[src/rtl/fetch_unit.sv]
// fetch_unit: multi-cycle Y86-64 instruction fetch over a byte-wide memory port.
// Requests are registered; each address is range-checked on the edge that would raise mem_req.
module fetch_unit #(
    parameter logic [63:0] MEM_SIZE = 64'd1024
) (
    input  logic        clk,
    input  logic        rst,
    input  logic        start,
    input  logic [63:0] PC,
    output logic        mem_req,
    output logic [63:0] mem_addr,
    input  logic        mem_ack,
    input  logic [7:0]  mem_rdata,
    output logic        busy,
    output logic        done,
    output logic [3:0]  icode,
    output logic [3:0]  ifun,
    output logic [3:0]  rA,
    output logic [3:0]  rB,
    output logic [63:0] valC,
    output logic [63:0] valP,
    output logic        instr_valid,
    output logic        imem_error,
    output logic        halt
);
    typedef enum logic [2:0] {IDLE, BYTE0, REGS, CONST, FIN} state_t;

    state_t      state, nxt;
    logic [63:0] base, naddr;
    logic [3:0]  idx, len, nlen, nidx;
    logic [2:0]  k;
    logic        last;

    function automatic logic [3:0] len_of(input logic [3:0] c);
        return (c inside {4'h2, 4'h6, 4'hA, 4'hB}) ? 4'd2 :
               (c inside {4'h7, 4'h8})             ? 4'd9 :
               (c inside {4'h3, 4'h4, 4'h5})       ? 4'd10 : 4'd1;
    endfunction

    always_comb begin
        nlen  = (state == BYTE0) ? len_of(mem_rdata[7:4]) : len;
        nidx  = idx + 4'd1;
        naddr = mem_addr + 64'd1;
        last  = nidx == nlen;
        nxt   = (state == BYTE0 && !(mem_rdata[7:4] inside {4'h7, 4'h8})) ? REGS : CONST;
        // Constant byte position: after the opcode, and after the register byte when present
        k     = 3'(idx - ((len == 4'd9) ? 4'd1 : 4'd2));
    end

    always_ff @(posedge clk) begin
        if (rst) begin
            state       <= IDLE;
            base        <= '0;
            idx         <= '0;
            len         <= '0;
            mem_req     <= 1'b0;
            mem_addr    <= '0;
            busy        <= 1'b0;
            done        <= 1'b0;
            icode       <= '0;
            ifun        <= '0;
            rA          <= 4'hF;
            rB          <= 4'hF;
            valC        <= '0;
            valP        <= '0;
            instr_valid <= 1'b1;
            imem_error  <= 1'b0;
            halt        <= 1'b0;
        end else begin
            done <= 1'b0;
            case (state)
                IDLE: if (start) begin
                    base        <= PC;
                    idx         <= '0;
                    mem_addr    <= PC;
                    rA          <= 4'hF;
                    rB          <= 4'hF;
                    valC        <= '0;
                    instr_valid <= 1'b1;
                    halt        <= 1'b0;
                    busy        <= 1'b1;
                    imem_error  <= PC >= MEM_SIZE;
                    if (PC >= MEM_SIZE) begin
                        valP  <= PC;
                        done  <= 1'b1;
                        state <= FIN;
                    end else begin
                        mem_req <= 1'b1;
                        state   <= BYTE0;
                    end
                end
                FIN: begin
                    busy  <= 1'b0;
                    state <= IDLE;
                end
                default: if (mem_req && mem_ack) begin
                    if (state == BYTE0) begin
                        icode       <= mem_rdata[7:4];
                        ifun        <= mem_rdata[3:0];
                        instr_valid <= mem_rdata[7:4] <= 4'hB;
                        halt        <= mem_rdata[7:4] == 4'h0;
                        len         <= nlen;
                    end else if (state == REGS) begin
                        rA <= mem_rdata[7:4];
                        rB <= mem_rdata[3:0];
                    end else begin
                        valC[{k, 3'b000} +: 8] <= mem_rdata;
                    end
                    idx <= nidx;
                    if (last || naddr >= MEM_SIZE) begin
                        mem_req    <= 1'b0;
                        done       <= 1'b1;
                        imem_error <= !last;
                        valP       <= last ? base + {60'd0, nlen} : base;
                        state      <= FIN;
                    end else begin
                        mem_addr <= naddr;
                        state    <= nxt;
                    end
                end
            endcase
        end
    end
endmodule

[config.mk]
export PLATFORM = sky130hd
export DESIGN_NAME = fetch_unit
export DESIGN_NICKNAME = d
export VERILOG_FILES = /design/src/rtl/fetch_unit.sv
export SDC_FILE = /design/constraint.sdc
export NUM_CORES = 1
export LEC_CHECK = 0
export ABC_CLOCK_PERIOD_IN_PS = 4850
export CAP_MARGIN = 20
export CORE_AREA = 2 2 204 306
export CTS_CLUSTER_DIAMETER = 50
export DETAILED_ROUTE_END_ITERATION = 12
export DIE_AREA = 0 0 206 308
export GPL_ROUTABILITY_DRIVEN = 0
export GPL_TIMING_DRIVEN = 0
export HOLD_SLACK_MARGIN = 0.02
export PLACE_DENSITY = 0.45
export SLEW_MARGIN = 20
export SYNTH_ARGS = -nofsm -noshare
export SYNTH_HDL_FRONTEND = slang
export SYNTH_SLANG_ARGS = --single-unit
[constraint.sdc]
create_clock -name clk -period 4.85 [get_ports clk]
set_clock_uncertainty 0.2 [all_clocks]
set_input_delay 0.97 -clock clk [delete_from_list [all_inputs] [get_ports clk]]
set_output_delay 0.97 -clock clk [all_outputs]
set_load 0.005 [all_outputs]
==> flow_summary_export.csv, run 1 <==
group,metric,value,unit
outcome,status,"complete, but fails checks",
outcome,violations,"negative setup slack",
clock_network,clk_pin_slew_worst_paths,0.06,ns
timing,period_needed,4.88,ns
die,die-area,63400,um^2
drt,ant_nets,0,
drt,num_vias,17258,
placement,placed_cell_area,18800,um^2
finish,final_layout_size_suffix_gt1_frac,0.0709,
placement,dp_hpwl,65200,um
timing,finalCritPeriodShare,1.01,
timing,rsz0062_at_grt,"yes",
yosys,yosysMostFrequentCell,"dfxtp_1",
setup_path,worst_path_most_repeated_cell,"clkbuf_1",
setup_path,cp_slowest_cell,"nor4_1",
clock_network,cts_tree,"built",
finish,multiInputGateArea,8750,um^2
yosys,synth_edf_count,0,
grt,grt_max_degree,13,
grt,grt_overflow,0,
die,io_pins,290,
drt,drc,0,
finish,num-nets-final,2377,
clock_network,cts-buffers-inserted,37,
power_and_ir_drop,cellLeakagePower,6.82,nW
setup_path,crit_arrival,5.13,ns
yosys,synthTopCellsByArea,"dfxtp_1, nand2_1, a21oi_1",
die,start_util,0.247,
finish,regArea,5790,um^2
hold_path,hp-start,"icode[3]$_SDFFE_PP0P_",
setup_path,cp-start-kind,"input port",
grt,grt_pass1_vias,17173,
timing,slew_violations,0,
setup_path,crit_start,"PC[20]",
timing,fin_hold_ws,0.252,ns
setup_path,max_stage_delay,0.79,ns
die,die_height,308,um
timing,final_hold_viol_count,0,
clock_network,cts_hold_buf,0,
drt,drt_wl_total,83500,um
clock_network,cts_buffer_depth,3,
finish,fin_area,20500,um^2
clock_network,ctsRootBufferMaster,"clkbuf_16",
power_and_ir_drop,power.density,412,nW/um^2
yosys,synthCells,1942,
timing,worstMarginPinSlew,1.09,ns
finish,fillers,6545,
yosys,ys.flop_type,"dfxtp_1",
job,cap_violations,0,
clock_network,h-tree-depth,2,
yosys,postSynthAreaPerCell,7.73,um^2
placement,portBuffers,282,
yosys,yosysUniqueCellTypes,76,
yosys,ys_seq_area_frac,0.385,
finish,antenna_cells,0,
drt,drt-wirelength-per-cell,26.9,um
timing,timing.fmax,0.205,GHz
yosys,synth_seq_cells,289,
yosys,synthTopCellsByCount,"dfxtp_1, nand2_1, nor2_1",
setup_path,path_buf_inv,3,
finish,syn_to_final_growth,36.9,%
grt,grt_first_pass_wirelength,118000,um
timing,setup_viol,6,
yosys,yosysTopAreaCell,"dfxtp_1",
setup_path,path_class,"input port to flop",
hold_path,hp-class,"flop to flop",
power_and_ir_drop,ir_drop,0.000207,V
clock_network,clk_latency,0.56,ns
die,core_area,60800,um^2
drt,drtIter0Drc,1478,
setup_path,cp_max_fo,10,
yosys,synthesis.nets,2029,
grt,grt_use_total,0.256,
timing,max_slew_margin,0.274,
finish,utilization,0.338,
setup_path,cp-end-kind,"flop",
die,die_w,206,um
setup_path,worstPathRequired,5.11,ns
yosys,synth_top_area_share,0.385,
yosys,yosysWarnings,0,
drt,firstDrtPassIters,6,
setup_path,reg2reg_from,"mem_addr[11]$_SDFFE_PP0P_",
yosys,syn_area,15000,um^2
clock_network,cts_sinks,289,
timing,setup_ws,-0.0258,ns
yosys,async_flop_share,0,
power_and_ir_drop,total_power,8.47,mW
die,rows,111,
grt,antenna_found_initial,0,
setup_path,path_cells,"clkdlybuf4s50_1, nor4_1, nand4_1, nor4_2, nor2_1, o21ai_2, clkbuf_1, clkbuf_1, o211ai_1, o41ai_2",
drt,avgViaCountPerCell,5.56,
setup_path,critical-path-top-delay-family,"simple AND/OR/NAND/NOR gates",
==> worst reg2reg max path: stages, from the launching register on <==
cell       delay [ns]
dfxtp_1          0.38
clkbuf_2         0.26
nand3_1          0.21
or4_1            0.56
buf_2            0.20
or4_4            0.62
o21ai_1          0.20
nand2_1          0.07
or4_1            0.49
nand4bb_4        0.30
nor3_4           0.29
buf_2            0.34
o21ai_0          0.22
o22ai_1          0.33
==> where the power goes <==
group,total [mW],leakage [nW],switching [mW],internal (mW)
registers,2.98,2.36,0.327,2.65
clock network,2.92,0.611,1.14,1.78
logic,2.56,3.85,1.65,0.919
total,8.47,6.82,3.11,5.36
==> cell usage in the layout, fill, tap and decap left out, types with 37 or more instances in the layout <==
| cell | count |
|---|---|
| clkdlybuf4s50_1 | 282 |
| nor3_1 | 41 |
| nor2_1 | 212 |
| clkbuf_16 | 37 |
| nand3_1 | 84 |
| a21oi_1 | 161 |
| nand4_1 | 54 |
| xnor2_1 | 64 |
| o211ai_1 | 65 |
| o21ai_0 | 109 |
| clkbuf_1 | 132 |
| dfxtp_1 | 287 |
| a22oi_1 | 66 |
| nand2_1 | 252 |
==> final cells by class <==
| class | count | share of cell area |
|---|---|---|
| Buffer | 156 | 0.0307 |
| Inverter | 25 | 0.00457 |
| Clock inverter | 14 | 0.0116 |
| Multi-Input combinational cell | 1472 | 0.426 |
| Timing Repair Buffer | 309 | 0.148 |
| Clock buffer | 48 | 0.0490 |
| Sequential cell | 289 | 0.282 |
| Tap cell | 791 | 0.0482 |
==> registers in the layout, indices dropped and copies added, names as in the netlist <==
name / count
base: 64
mem_addr: 64
valC: 64
valP: 64
icode: 4
idx: 4
ifun: 4
len: 4
rA: 4
rB: 4
state: 3
busy: 1
done: 1
halt: 1
imem_error: 1
instr_valid: 1
mem_req: 1
==> per-stage QoR <==
stage	instances	setup WS, ns	setup TNS [ns]
2_1_floorplan	1942	0.442	0
3_3_place_gp	3015	-1.52	-119.94
3_5_place_dp	3015	-1.30	-128.69
4_1_cts	3090	0.00692	0
5_1_grt	3104	-0.0731	-0.481
6_report	3104	-0.0258	-0.0494
==> metal layers <==
metal | GRT usage | wire length, um | vias up
met5 | 0 | 0 | -
met4 | 0.183 | 6920 | 0
met3 | 0.0571 | 6730 | 268
met2 | 0.448 | 40900 | 957
met1 | 0.268 | 28900 | 8269
li1 | - | - | 7764
==> timing repair <==
| item | CTS | global route |
|---|---|---|
| gates resized for setup | 25 | 25 |
| setup buffers | 13 | 14 |
| pin swaps | 11 | 8 |
| endpoints found under the setup margin | 161 | 161 |
==> path summary, 6_finish.rpt <==
path	slack, ns	cells after the start	end
worst min register to register	0.25	2	icode[3]$_SDFFE_PP0P_
worst max-delay path	-0.03	10	valP[58]$_SDFFE_PP0P_
worst min-delay path	0.25	2	icode[3]$_SDFFE_PP0P_
worst max register to register	0.07	13	mem_addr[15]$_SDFFE_PP0P_
==> cells by family (layout without fill, tap and decap cells) <==
| kind of cell | Yosys count | in the layout | share of synthesized area |
|---|---|---|---|
| AOI/OAI and AO/OA | 547 | 547 | 0.233 |
| xor gates and xnor gates | 100 | 100 | 0.0593 |
| adders and majority gates | 11 | 11 | 0.0102 |
| buffers and inverters | 181 | 552 | 0.0477 |
| DFF | 289 | 289 | 0.385 |
| muxes | 11 | 11 | 0.00775 |
| and+or+nand+nor | 803 | 803 | 0.256 |
No activity file was read; power rests on OpenSTA's default activity.
==> run 2: changes to the inputs <==
ABC_CLOCK_PERIOD_IN_PS = 4800   (was 4850)
clock period = 4.8 ns   (was 4.85 ns; I/O delays follow)
==> run 2 against run 1 <==
  * Global-route usage hardly changed
  * Cell area is essentially flat
  * Via count barely moved
  * Register-to-register slack hardly changed
  * The flow now finishes without violations
  * Critical endpoint unchanged
  * Highest routed layer unchanged
==> flow_summary_export.csv, run 2 (same netlist as run 1, synthesis figures left out) <==
group,metric,value,unit
outcome,status,"finished clean",
hold_path,holdPathStages,2,
timing,final_hold_viol_count,0,
timing,timing.fmax,0.210,GHz
finish,antenna_cells,0,
timing,tns,0,ns
setup_path,path_cells,"clkdlybuf4s50_1, nor4_1, nand4_1, nor4_2, nor2_1, o21ai_2, clkbuf_1, clkbuf_1, o211ai_1, o41ai_2",
hold_path,holdPathEnd,"icode[3]$_SDFFE_PP0P_",
clock_network,cts_hold_buf,0,
die,die_w,206,um
power_and_ir_drop,seq_power_share,0.353,
timing,rsz0062_at_grt,"yes",
grt,antenna_found_initial,0,
finish,layout_commonest_cell,"dfxtp_1",
placement,dp_hpwl,65200,um
setup_path,max_stage_delay,0.67,ns
power_and_ir_drop,p_sw_frac,0.367,
power_and_ir_drop,cellLeakagePower,6.81,nW
die,die_height,308,um
finish,num-nets-final,2374,
clock_network,ctsRootBufferMaster,"clkbuf_16",
clock_network,cts_tree,"built",
clock_network,clk_latency,0.56,ns
power_and_ir_drop,p_int,5.41,mW
hold_path,hp-start,"icode[3]$_SDFFE_PP0P_",
setup_path,crit_arrival,5.03,ns
drt,firstDrtPassIters,5,
drt,drt-wirelength-per-cell,26.9,um
clock_network,cts_buffer_depth,3,
drt,drt_wl_total,83400,um
drt,drc,0,
placement,place_ws,-1.34,ns
power_and_ir_drop,pwr-share-comb,0.302,
setup_path,worst_path_most_repeated_cell,"clkbuf_1",
power_and_ir_drop,total_power,8.55,mW
timing,period_needed,4.77,ns
finish,final_cell_mix,"dfxtp_1, clkdlybuf4s50_1, nand2_1, nor2_1, a21oi_1",
timing,setup_ws,0.0271,ns
drt,num_vias,17242,
grt,grt_overflow,0,
setup_path,path_class,"input port to flop",
clock_network,clk_pin_slew_worst_paths,0.06,ns
setup_path,r2r-end,"mem_addr[39]$_SDFFE_PP0P_",
setup_path,cp-start-kind,"input port",
placement,portBuffers,282,
job,cap_violations,0,
timing,slew_violations,0,
grt,grt_use_total,0.256,
drt,drtIter0Drc,1496,
setup_path,reg2reg_from,"mem_addr[10]$_SDFFE_PP0P_",
power_and_ir_drop,switching_power,3.14,mW
setup_path,cp_max_fo,10,
power_and_ir_drop,p_clk_frac,0.345,
setup_path,critical-path-top-delay-family,"simple AND/OR/NAND/NOR gates",
drt,ant_nets,0,
clock_network,cts_sinks,289,
setup_path,r2r_cells,13,
die,rows,111,
grt,grt_pass1_vias,17193,
setup_path,r2r_slack,0.06,ns
power_and_ir_drop,power.density,416,nW/um^2
timing,setup_viol,0,
hold_path,hp-class,"flop to flop",
grt,grt_first_pass_wirelength,118000,um
setup_path,worstPathRequired,5.06,ns
finish,syn_to_final_growth,36.9,%
timing,max_slew_margin,0.282,
timing,worstMarginPinSlew,1.08,ns
finish,fillers,6553,
grt,grt_max_degree,13,
clock_network,cts-buffers-inserted,37,
setup_path,cp_slowest_cell,"nor4_2",
die,die-area,63400,um^2
setup_path,path_buf_inv,3,
die,core_area,60800,um^2
drt,avgViaCountPerCell,5.56,
die,start_util,0.247,
setup_path,cp-end-kind,"flop",
power_and_ir_drop,ir_drop,0.000212,V
timing,finalCritPeriodShare,0.994,
clock_network,h-tree-depth,2,
finish,final_layout_size_suffix_gt1_frac,0.0723,
die,io_pins,290,
## run 2: cell count changes in the layout (fill, tap and decap cells not counted), moves of 2 or more
cell and delta:
clkbuf_4 +4, buf_2 -3, clkbuf_1 -2, nor4_2 +2
## run 2: power by group through the flow
stage,sequential [mW],clock (mW),combinational (mW)
floorplan,2.95,0,1.16
global placement,3.05,0,2.48
detailed placement,3.05,0,2.48
CTS,3.00,3.01,2.53
global route,3.05,3.09,2.72
finish,3.02,2.95,2.59
## run 2: area by class of cell
| type | count | area (um^2) | share of cell area |
|---|---|---|---|
| Clock buffer | 48 | 1010 | 0.0490 |
| Sequential cell | 289 | 5790 | 0.282 |
| Tap cell | 791 | 990 | 0.0481 |
| Multi-Input combinational cell | 1472 | 8760 | 0.426 |
| Timing Repair Buffer | 308 | 3040 | 0.148 |
| Buffer | 154 | 634 | 0.0309 |
| Clock inverter | 14 | 239 | 0.0116 |
| Inverter | 25 | 93.8 | 0.00457 |
## run 2: worst max-delay path by stage
stage	start	end	slack, ns	cells past startpoint
after detailed placement	mem_rdata[4]	valP[29]$_SDFFE_PP0P_	-1.34	15
after floorplan	mem_rdata[5]	valP[52]$_SDFFE_PP0P_	0.40	13
final	PC[29]	valP[58]$_SDFFE_PP0P_	0.03	10
after CTS	mem_addr[0]$_SDFFE_PP0P_	mem_addr[15]$_SDFFE_PP0P_	0.008	12
after global routing	mem_addr[42]$_SDFFE_PP0P_	mem_addr[39]$_SDFFE_PP0P_	-0.01	12
after global placement	mem_rdata[4]	valP[29]$_SDFFE_PP0P_	-1.56	15
## run 2: what timing repair did
action	4_1_cts	5_1_grt
setup endpoints to repair	166	159
resized for setup	28	31
pin swaps	14	5
setup buffers	19	7
## run 2: per-layer routing
layer	GRT usage	vias to the layer above	wire [um]
met5	0	-	0
met4	0.180	0	6930
li1	-	7770	-
met1	0.269	8294	29400
met3	0.0561	272	6230
met2	0.450	906	40900
## run 2: stage by stage
step,area (um^2),utilization,hold slack [ns],instances
6_report,20600,0.338,0.252,3101
3_5_place_dp,18800,0.310,0.249,3015
3_3_place_gp,18800,0.309,0.243,3015
5_1_grt,20600,0.338,0.280,3101
4_1_cts,20400,0.335,0.254,3096
2_1_floorplan,15000,-,0.236,1942
## run 2: tightest hold or removal path, cell delays in order, from the launching register on
cell     delay [ns]
dfxtp_1        0.30
nand2_1        0.05
a21oi_1        0.05
==> run 3: changes to the inputs <==
HOLD_SLACK_MARGIN = unset   (was 0.02)
==> results of run 3 <==
The final DEF is identical to that of run 2; final timing and power are the same.
